$ cat src/rtl/spwm_carrier_sched.sv
// SPWM triangular carrier generator and per-period sequencer.
// Config is shadowed in RUN and committed only at the carrier valley.
module spwm_carrier_sched #(
  parameter int          WIDTH     = 12,
  parameter int          PRESC_W   = 16,
  parameter int unsigned DEF_PEAK  = 511,
  parameter int unsigned DEF_PRESC = 0
) (
  input  logic               clk_int,
  input  logic               rst,
  input  logic               enable,
  input  logic [WIDTH-1:0]   cfg_peak,
  input  logic [PRESC_W-1:0] cfg_presc,
  input  logic               cfg_valid,
  output logic               cfg_ready,
  input  logic               ref_ack,
  output logic [WIDTH-1:0]   carrier,
  output logic               dir,
  output logic               peak_stb,
  output logic               valley_stb,
  output logic               ref_req,
  output logic               ref_late,
  output logic               busy
);

  typedef enum logic [1:0] {
    IDLE     = 2'd0,
    RUN      = 2'd1,
    STOPPING = 2'd2
  } state_t;

  localparam logic [WIDTH-1:0]   ONE_W = {{(WIDTH-1){1'b0}}, 1'b1};
  localparam logic [WIDTH-1:0]   TWO_W = {{(WIDTH-2){1'b0}}, 2'b10};
  localparam logic [PRESC_W-1:0] ONE_P = {{(PRESC_W-1){1'b0}}, 1'b1};

  state_t             state;
  state_t             state_nx;
  logic [PRESC_W-1:0] presc_cnt;
  logic [PRESC_W-1:0] presc_active;
  logic [PRESC_W-1:0] presc_pend;
  logic [WIDTH-1:0]   peak_active;
  logic [WIDTH-1:0]   peak_pend;
  logic [WIDTH-1:0]   peak_clamp;
  logic               pend_valid;
  logic [WIDTH-1:0]   carrier_nx;
  logic               dir_nx;
  logic               tick;
  logic               cfg_fire;
  logic               peak_evt;
  logic               valley_evt;
  logic               up_step;
  logic               up_turn;
  logic               dn_step;
  logic               dn_turn;

  assign busy       = (state != IDLE);
  assign tick       = busy && (presc_cnt == presc_active);
  assign cfg_fire   = cfg_valid && cfg_ready;
  assign peak_clamp = (cfg_peak < TWO_W) ? TWO_W : cfg_peak;

  assign up_step = tick && !dir && (carrier < peak_active);
  assign up_turn = tick && !dir && (carrier >= peak_active);
  assign dn_step = tick && dir && (carrier != '0);
  assign dn_turn = tick && dir && (carrier == '0);

  always_comb begin
    carrier_nx = carrier;
    dir_nx     = dir;
    unique case (1'b1)
      up_step: carrier_nx = carrier + ONE_W;
      up_turn: begin
        dir_nx     = 1'b1;
        carrier_nx = carrier - ONE_W;
      end
      dn_step: carrier_nx = carrier - ONE_W;
      dn_turn: begin
        dir_nx     = 1'b0;
        carrier_nx = carrier + ONE_W;
      end
      default: ;
    endcase
  end

  assign peak_evt   = tick && !dir_nx && (carrier_nx == peak_active);
  assign valley_evt = tick && dir_nx && (carrier_nx == '0);

  always_comb begin
    state_nx = state;
    unique case (state)
      IDLE:     if (enable) state_nx = RUN;
      RUN:      if (!enable) state_nx = STOPPING;
      STOPPING: begin
        if (enable)          state_nx = RUN;
        else if (valley_evt) state_nx = IDLE;
      end
      default:  state_nx = IDLE;
    endcase
  end

  always_ff @(posedge clk_int) begin
    if (rst) begin
      state        <= IDLE;
      presc_cnt    <= '0;
      presc_active <= PRESC_W'(DEF_PRESC);
      presc_pend   <= '0;
      peak_active  <= WIDTH'(DEF_PEAK);
      peak_pend    <= '0;
      pend_valid   <= 1'b0;
      cfg_ready    <= 1'b1;
      carrier      <= '0;
      dir          <= 1'b0;
      peak_stb     <= 1'b0;
      valley_stb   <= 1'b0;
      ref_req      <= 1'b0;
      ref_late     <= 1'b0;
    end else begin
      state <= state_nx;
      if (state == IDLE) begin
        presc_cnt  <= '0;
        carrier    <= '0;
        dir        <= 1'b0;
        peak_stb   <= 1'b0;
        valley_stb <= 1'b0;
        ref_req    <= 1'b0;
        ref_late   <= 1'b0;
        cfg_ready  <= 1'b1;
        if (cfg_fire) begin
          peak_active  <= peak_clamp;
          presc_active <= cfg_presc;
        end
      end else begin
        presc_cnt  <= tick ? '0 : presc_cnt + ONE_P;
        carrier    <= carrier_nx;
        dir        <= (state_nx == IDLE) ? 1'b0 : dir_nx;
        peak_stb   <= peak_evt;
        valley_stb <= valley_evt;
        if (valley_evt) begin
          ref_req <= 1'b1;
          if (ref_req && !ref_ack) ref_late <= 1'b1;
          if (pend_valid) begin
            peak_active  <= peak_pend;
            presc_active <= presc_pend;
            pend_valid   <= 1'b0;
          end
        end else if (ref_ack) begin
          ref_req <= 1'b0;
        end
        // ready reopens one clock after the shadow has been consumed
        if (cfg_fire) begin
          peak_pend  <= peak_clamp;
          presc_pend <= cfg_presc;
          pend_valid <= 1'b1;
          cfg_ready  <= 1'b0;
        end else if (!cfg_ready && !pend_valid) begin
          cfg_ready <= 1'b1;
        end
      end
    end
  end

endmodule

$ cat config.mk
export PLATFORM = sky130hd
export DESIGN_NAME = spwm_carrier_sched
export DESIGN_NICKNAME = d
export VERILOG_FILES = /design/src/rtl/spwm_carrier_sched.sv
export SDC_FILE = /design/constraint.sdc
export NUM_CORES = 1
export LEC_CHECK = 0
export ABC_AREA = 1
export BUFFER_PORTS_ARGS = -buffer_cell sky130_fd_sc_hd__clkbuf_2
export CORE_MARGIN = 3
export CORE_UTILIZATION = 25
export DETAILED_ROUTE_END_ITERATION = 6
export GPL_ROUTABILITY_DRIVEN = 1
export MAX_ROUTING_LAYER = met4
export PLACE_DENSITY = 0.36
export SYNTH_ARGS = -nofsm -noshare
export SYNTH_HDL_FRONTEND = slang
export SYNTH_SLANG_ARGS = --single-unit
$ cat constraint.sdc
create_clock -name clk_int -period 6.6 [get_ports clk_int]
set_clock_uncertainty 0.05 [all_clocks]
set_input_delay 1.32 -clock clk_int [delete_from_list [all_inputs] [get_ports clk_int]]
set_output_delay 1.32 -clock clk_int [all_outputs]
set_load 0.02 [all_outputs]
== After elaboration in Yosys (flattened, before gate mapping) ==
Cells that the tools add are included.

* Bits in latches: 0
* Logic and storage cells: 87
* Bits in writable memories: 0
* Memory bits (read-only): 0
* Output and inout bits: 19
* Flip-flop bits (word level): 93
* Memories: 0

* Divide/modulo/power cells: 0
* Bitwise gates (word level): 1
* Shift-type cells: 0
* $mul: 0
* Reduce and logical (&&, ||, !) cells: 39
* Equal/unequal tests: 5
* Magnitude comparators: 3
* $add $sub $neg: 3
* Mux-type cells: 22

{| class="wikitable"
|+ Operator list
! cell !! count
|-
| 16-bit 2-to-1 mux || 4
|-
| 12-bit 2-to-1 mux || 5
|-
| 12-bit zero test || 2
|-
| 12-bit case mux with 2 select lines || 1
|-
| 16-bit by 1-bit adder with 16-bit output (second input constant) || 1
|-
| 16-bit == test || 1
|-
| 1-bit logical AND || 14
|-
| 12-bit by 1-bit adder with 12-bit output (second input constant) || 1
|-
| 12-bit == test || 1
|-
| 12-bit >= comparator || 1
|-
| 12-bit less-than comparator || 1
|-
| 12-bit by 2-bit less-than comparator with 1-bit output (second input constant) || 1
|-
| 12-bit nonzero test || 1
|-
| 2-bit nonzero test || 6
|-
| 12-bit by 1-bit subtractor with 12-bit output (second input constant) || 1
|-
| 2-bit 2-to-1 mux || 4
|-
| 1-bit 2-to-1 mux || 6
|-
| 2-bit case mux with 3 select lines || 1
|-
| 2-bit AND reduction || 3
|-
| 2-bit OR reduction || 3
|-
| 3-bit OR reduction || 2
|-
| 1-bit zero test || 5
|-
| 2-bit zero test || 2
|-
| 3-bit AND reduction || 1
|-
| 5 further kinds || 5
|}

== Depth between registers and ports, before layout ==
* Depth in word-level cells: 13
* Gate-level depth with buffers: 33

== Least setup slack after synthesis ==
Ideal clock, no wire load.

* Path kind: flip-flop to flip-flop
* From: register carrier[0]
* To: register presc_active[10]
* Cell stages (with the launch flop): 31
* Slack: 3.002 ns
* Period minus slack after synthesis: 3.598 ns
* Data arrival time: 3.435 ns
* Cells stage by stage: dfxtp_1 -> buf_2 -> inv_1 -> ha_1 -> inv_1 -> nand2_1 -> nand2_1 -> nand2_1 -> nand2_1 -> nand2_1 -> nand3_1 -> nand2_2 -> nand3_4 -> buf_6 -> nand2_4 -> nand2_2 -> inv_1 -> ha_1 -> or2_2 -> nor2_1 -> nand2_1 -> nor2_1 -> nand3_1 -> nor2_1 -> nand2_1 -> nor2_2 -> nand4_2 -> buf_6 -> buf_6 -> a21oi_2 -> nor2_1

* Longest elaborated chain between the ends: 8
* Elaborated cells between the ends (all ways): 19
* Classes of those cells: add/sub (2); order compare (2); mux (2); reduce/logical (13)

{| class="wikitable"
|+ RTL lines
! what !! RTL line !! source
|-
| start, declared || 17 || <nowiki>output logic [WIDTH-1:0] carrier,</nowiki>
|-
| start signal, assigned || 133 || <nowiki>carrier <= carrier_nx;</nowiki>
|-
| 12-bit less-than comparator, or another cell as far along || 61 || <nowiki>assign up_step = tick && !dir && (carrier < peak_active);</nowiki>
|-
| 1-bit logical AND (on tied branches) || - ||
|-
| 2-bit OR reduction (no source line) || - ||
|-
| 12-bit case mux with 2 select lines || 69 || <nowiki>unique case (1'b1)</nowiki>
|-
| 12-bit zero test || 85 || <nowiki>assign valley_evt = tick && dir_nx && (carrier_nx == '0);</nowiki>
|-
| 1-bit logical AND (*) || 85 ||
|-
| 2-bit nonzero test (no source line) (*) || - ||
|-
| 3-bit AND reduction (no source line) (*) || - ||
|-
| end signal, assigned || 104 || <nowiki>presc_active <= PRESC_W'(DEF_PRESC);</nowiki>
|-
| end signal, assigned || 129 || <nowiki>presc_active <= cfg_presc;</nowiki>
|-
| end signal, assigned || 142 || <nowiki>presc_active <= presc_pend;</nowiki>
|-
| end, declared || 39 || <nowiki>logic [PRESC_W-1:0] presc_active;</nowiki>
|}

Mark *: on every way between the ends. The rest lies on a longest branch, timed or not.
A chain may end at the register's enable or synchronous reset.

== Final worst setup path ==
* From: register carrier[8]
* To: register peak_active[1]

* Longest elaborated chain between the ends: 8
* Elaborated cells between the ends (all ways): 19
* Classes of those cells: add/sub (2); order compare (2); mux (2); reduce/logical (13)

{| class="wikitable"
|+ RTL lines
! what !! RTL line !! source
|-
| 12-bit less-than comparator, or another cell as far along || 61 ||
|-
| 1-bit logical AND (on tied branches) || - ||
|-
| 2-bit OR reduction (no source line) || - ||
|-
| 12-bit case mux with 2 select lines || 69 ||
|-
| 12-bit zero test || 85 ||
|-
| 1-bit logical AND (*) || 85 ||
|-
| 2-bit nonzero test (no source line) (*) || - ||
|-
| 3-bit AND reduction (no source line) (*) || - ||
|-
| end signal, assigned || 106 || <nowiki>peak_active <= WIDTH'(DEF_PEAK);</nowiki>
|-
| end signal, assigned || 128 || <nowiki>peak_active <= peak_clamp;</nowiki>
|-
| end signal, assigned || 141 || <nowiki>peak_active <= peak_pend;</nowiki>
|-
| end, declared || 41 || <nowiki>logic [WIDTH-1:0] peak_active;</nowiki>
|}

Marked as above.

==> summary.md <==
| Metric | Value |
|---|---|
| DIE WIDTH | between 150 and 200 um |
| # rows | 54 |
| Setup crit end | peak_active[1]$_SDFFE_PP1P_ |
| Starting Density | around 26% |
| Crit path cell chain | ha_1, nand2_1, inv_1, nand2_1, nor2_1, nand2_1, nand3_1, nand2_2, nand3_4, ha_1, inv_1, nor2_1, nand2_1, nand3b_1, nand3_1, nand3_2, nand2_2, nor2_4, nand4_2, buf_4, nand2_2, nand2_1, nand3_1 |
| Final antenna-violating net count | 0 |
| Crit path from | carrier[8]$_SDFF_PP0_ |
| Worst path depth | 23 |
| Hold WS | between 0.4 and 0.5 ns |
| Mapped cell area | ~5700 um^2 |
| I/O pins | 52 |
| Lkg Pwr | slightly above 3 nW |
| Area fraction of the dominant cell type after synthesis | between 30% and 40% |
| CTS sink count | a little over 90 |
| Ant. Diodes | 0 |
| PwrDens | around 210 nW/um^2 |
| Layout cells sized above 1 | about 14% |
| Crit end category | register |
| Initial antenna violation count | 0 |
| Setup CP Type | register to register |
| Total negative slack | 0 ns |
| Buffers on Ports | 51 |
| CP required | just under 7 ns |
| Die Footprint | about 25000 um^2 |
| Count of final max-slew check failures | 0 |
| Met2 wire len | roughly 6700 um |
| CP Max Fanout | 48 |
| Register area | around 1900 um^2 |
| Period utilization | 64.6% |
| Worst Path Buf+Inv | 3 |
| Core Area | between 20000 and 25000 um^2 |
| Finish-stage setup viols | 0 |
| Hold Crit Class | register to register |
| #FFs+latches synth | 93 |
| GRT Overall Usage | 14.8% |
| Clock Latency Late Sink | 0.35 ns |
| Post-synthesis sequential area ratio | between 30% and 40% |
| Yosys cell types | 39 |
| Fillers | roughly 2500 |
| Mean area per synthesized cell | between 6 and 7 um^2 |
| HPWL after DPL | between 10000 and 15000 um |
| Flop-to-flop setup slack | 2.34 ns |
| Area occupied by multi-input gates | around 3200 um^2 |
| Slowest stage cell, crit path | dfxtp_1 |
| Vias in the first global route | around 5200 |
| Via-to-Cell Ratio | around 4.4 |
| Die height | 157 um |
| CP arrival | around 4.4 ns |
| Drt pass-1 iters | 4 |
| Top-count cell post-synth | nand2_1 |
| Nets | between 900 and 1000 |
| Final hold vios | 0 |
| Placer congestion estimate | 0.799 |
| First-pass GRT wire length | approximately 28000 um |
| Worst-Margin Slew | around 1.1 ns |
| Met3 wire len | 550 um |
| Maximum VDD drop | approximately 0.12 mV |
| Initial drt markers | about 330 |
| Synth warn | 0 |
| Reg2reg path depth | 23 |
| Clock Tree Buf Depth | 2 |
| Top post-synthesis cells by area | dfxtp_1 (33%), nand2_1 (18%), nor2_1 (7.8%) |
| Max Fclk | ~0.23 GHz |
| Uppermost layer routed | met4 |
| Root Buffer | clkbuf_16 |
| CTS tree | built |
| Min cycle time layout | about 4.3 ns |
| Area Overhead vs Synth | 14.3% |
| Synthesized Nets | 964 |
| Crit path largest cell delay | ~0.55 ns |
| Post-synth top cells | nand2_1 (276), nor2_1 (118), inv_1 (102) |
| R2r startpoint | carrier[8]$_SDFF_PP0_ |
| WL final | between 15000 and 20000 um |
| EDFF count, synth | 0 |
| Remaining routing DRC violations | 0 |
| Slew Limit Headroom | 27.5% |
| Hold_buf cts | 0 |
| Largest net degree at the start of global routing | 56 |
| RSZ-0062 raised after global routing | no |
| Delay-heaviest family, CP | simple AND/OR/NAND/NOR gates |
| Cts bufs inserted | 9 |
| Wire length on met1 | about 10000 um |
| Gr ovfl total | 0 |
| Worst r2r dst | peak_active[1]$_SDFFE_PP1P_ |
| Yosys top cell by area | dfxtp_1 |
| DR vias | 5406 |
| Htree depth | 3 |
| Critical Path Source Type | register |
| WL per Instance | about 14 um |
| Ys async rst share | 0% |
| Most frequent CP cell | nand2_1 |
| Max-cap violations | 0 |
| Post-CTS Setup Inserts | 0 |
| Clock transition at the registers of the reported paths | roughly 0.070 ns |
| Status | completed |
| Post-synth top flop | dfxtp_1 |
| Cells after Synth | slightly above 900 |
| Resize count post-CTS | 0 |
==> cell type report <==
cell class,instances,share of cell area (%)
multi-input combinational,669,49.6
sequential,93,28.6
inverter,121,6.98
tap,280,5.38
timing repair buffer,56,4.50
clock buffer,9,3.46
clock inverter,7,1.46
==> layer usage <==
layer,global-route usage (%),up-vias
li1,-,2952
met1,22.7,2356
met5,-,-
met4,3.50,0
met3,2.03,12
met2,20.3,86
==> tightest hold or removal path: cells and delay by family (launching register included) <==
kind | cells | cell delay (ns)
AOI/OAI and AO/OA | 1 | 0.05
DFF | 1 | 0.31
and+or+nand+nor | 1 | 0.06
==> sequential cells by signal, indices dropped and copies added (netlist names), 2 cells and up <==
name          flops
carrier          12
peak_active      12
peak_pend        12
presc_active     16
presc_cnt        16
presc_pend       16
state             2
==> logic make-up (layout without fill, tap and decap cells) <==
family / after synthesis / in the layout / share of synthesized area (%)
xor+xnor: 9 / 9 / 1.38
buf+inv: 154 / 193 / 10.8
flops: 93 / 93 / 32.7
fa+ha+maj: 15 / 15 / 3.30
compound gates: 117 / 117 / 11.6
simple gates: 528 / 528 / 40.2
==> worst min-delay path by stage <==
stage / from / endpoint / slack, ns / depth (start not counted)
CTS: pend_valid$_SDFFE_PP0P_ / pend_valid$_SDFFE_PP0P_ / 0.42 / 2
detailed placement: ref_late$_SDFFE_PP0P_ / ref_late$_SDFFE_PP0P_ / 0.40 / 2
floorplan: pend_valid$_SDFFE_PP0P_ / pend_valid$_SDFFE_PP0P_ / 0.38 / 2
global placement: ref_late$_SDFFE_PP0P_ / ref_late$_SDFFE_PP0P_ / 0.40 / 2
finish: pend_valid$_SDFFE_PP0P_ / pend_valid$_SDFFE_PP0P_ / 0.41 / 2
global route: pend_valid$_SDFFE_PP0P_ / pend_valid$_SDFFE_PP0P_ / 0.45 / 2
==> cell usage in the layout, fill, tap and decap left out, types with 7 or more instances in the layout <==
| cell | n |
|---|---|
| a21oi_1 | 41 |
| a21oi_2 | 12 |
| clkbuf_16 | 9 |
| clkbuf_2 | 51 |
| dfxtp_1 | 93 |
| ha_1 | 15 |
| inv_1 | 102 |
| inv_2 | 14 |
| nand2_1 | 276 |
| nand2_2 | 10 |
| nand3_1 | 70 |
| nand4_1 | 8 |
| nor2_1 | 116 |
| nor2_2 | 7 |
| nor3_1 | 11 |
| o21ai_0 | 52 |
| xor2_1 | 8 |
==> stage by stage <==
stage               utilization (%)  power, W  instances  instance area (um^2)  worst slack [ns]
detailed placement             28.0  0.000830       1219                  6190              2.27
finish                         29.4   0.00140       1235                  6510              2.34
floorplan                         -  0.000767        916                  5690              3.00
global route                   29.4   0.00148       1235                  6510              1.77
global placement               28.0  0.000834       1219                  6190              2.19
CTS                            29.4   0.00142       1235                  6510              2.25
==> power by group <==
| group | switching (W) | internal, W | leakage [nW] |
|---|---|---|---|
| logic | 0.000135 | 0.0000713 | 2.19 |
| registers | 0.0000179 | 0.000589 | 0.760 |
| clock network | 0.000250 | 0.000334 | 0.156 |
| total | 0.000402 | 0.000995 | 3.11 |
Power figures use the tool's default switching activity.
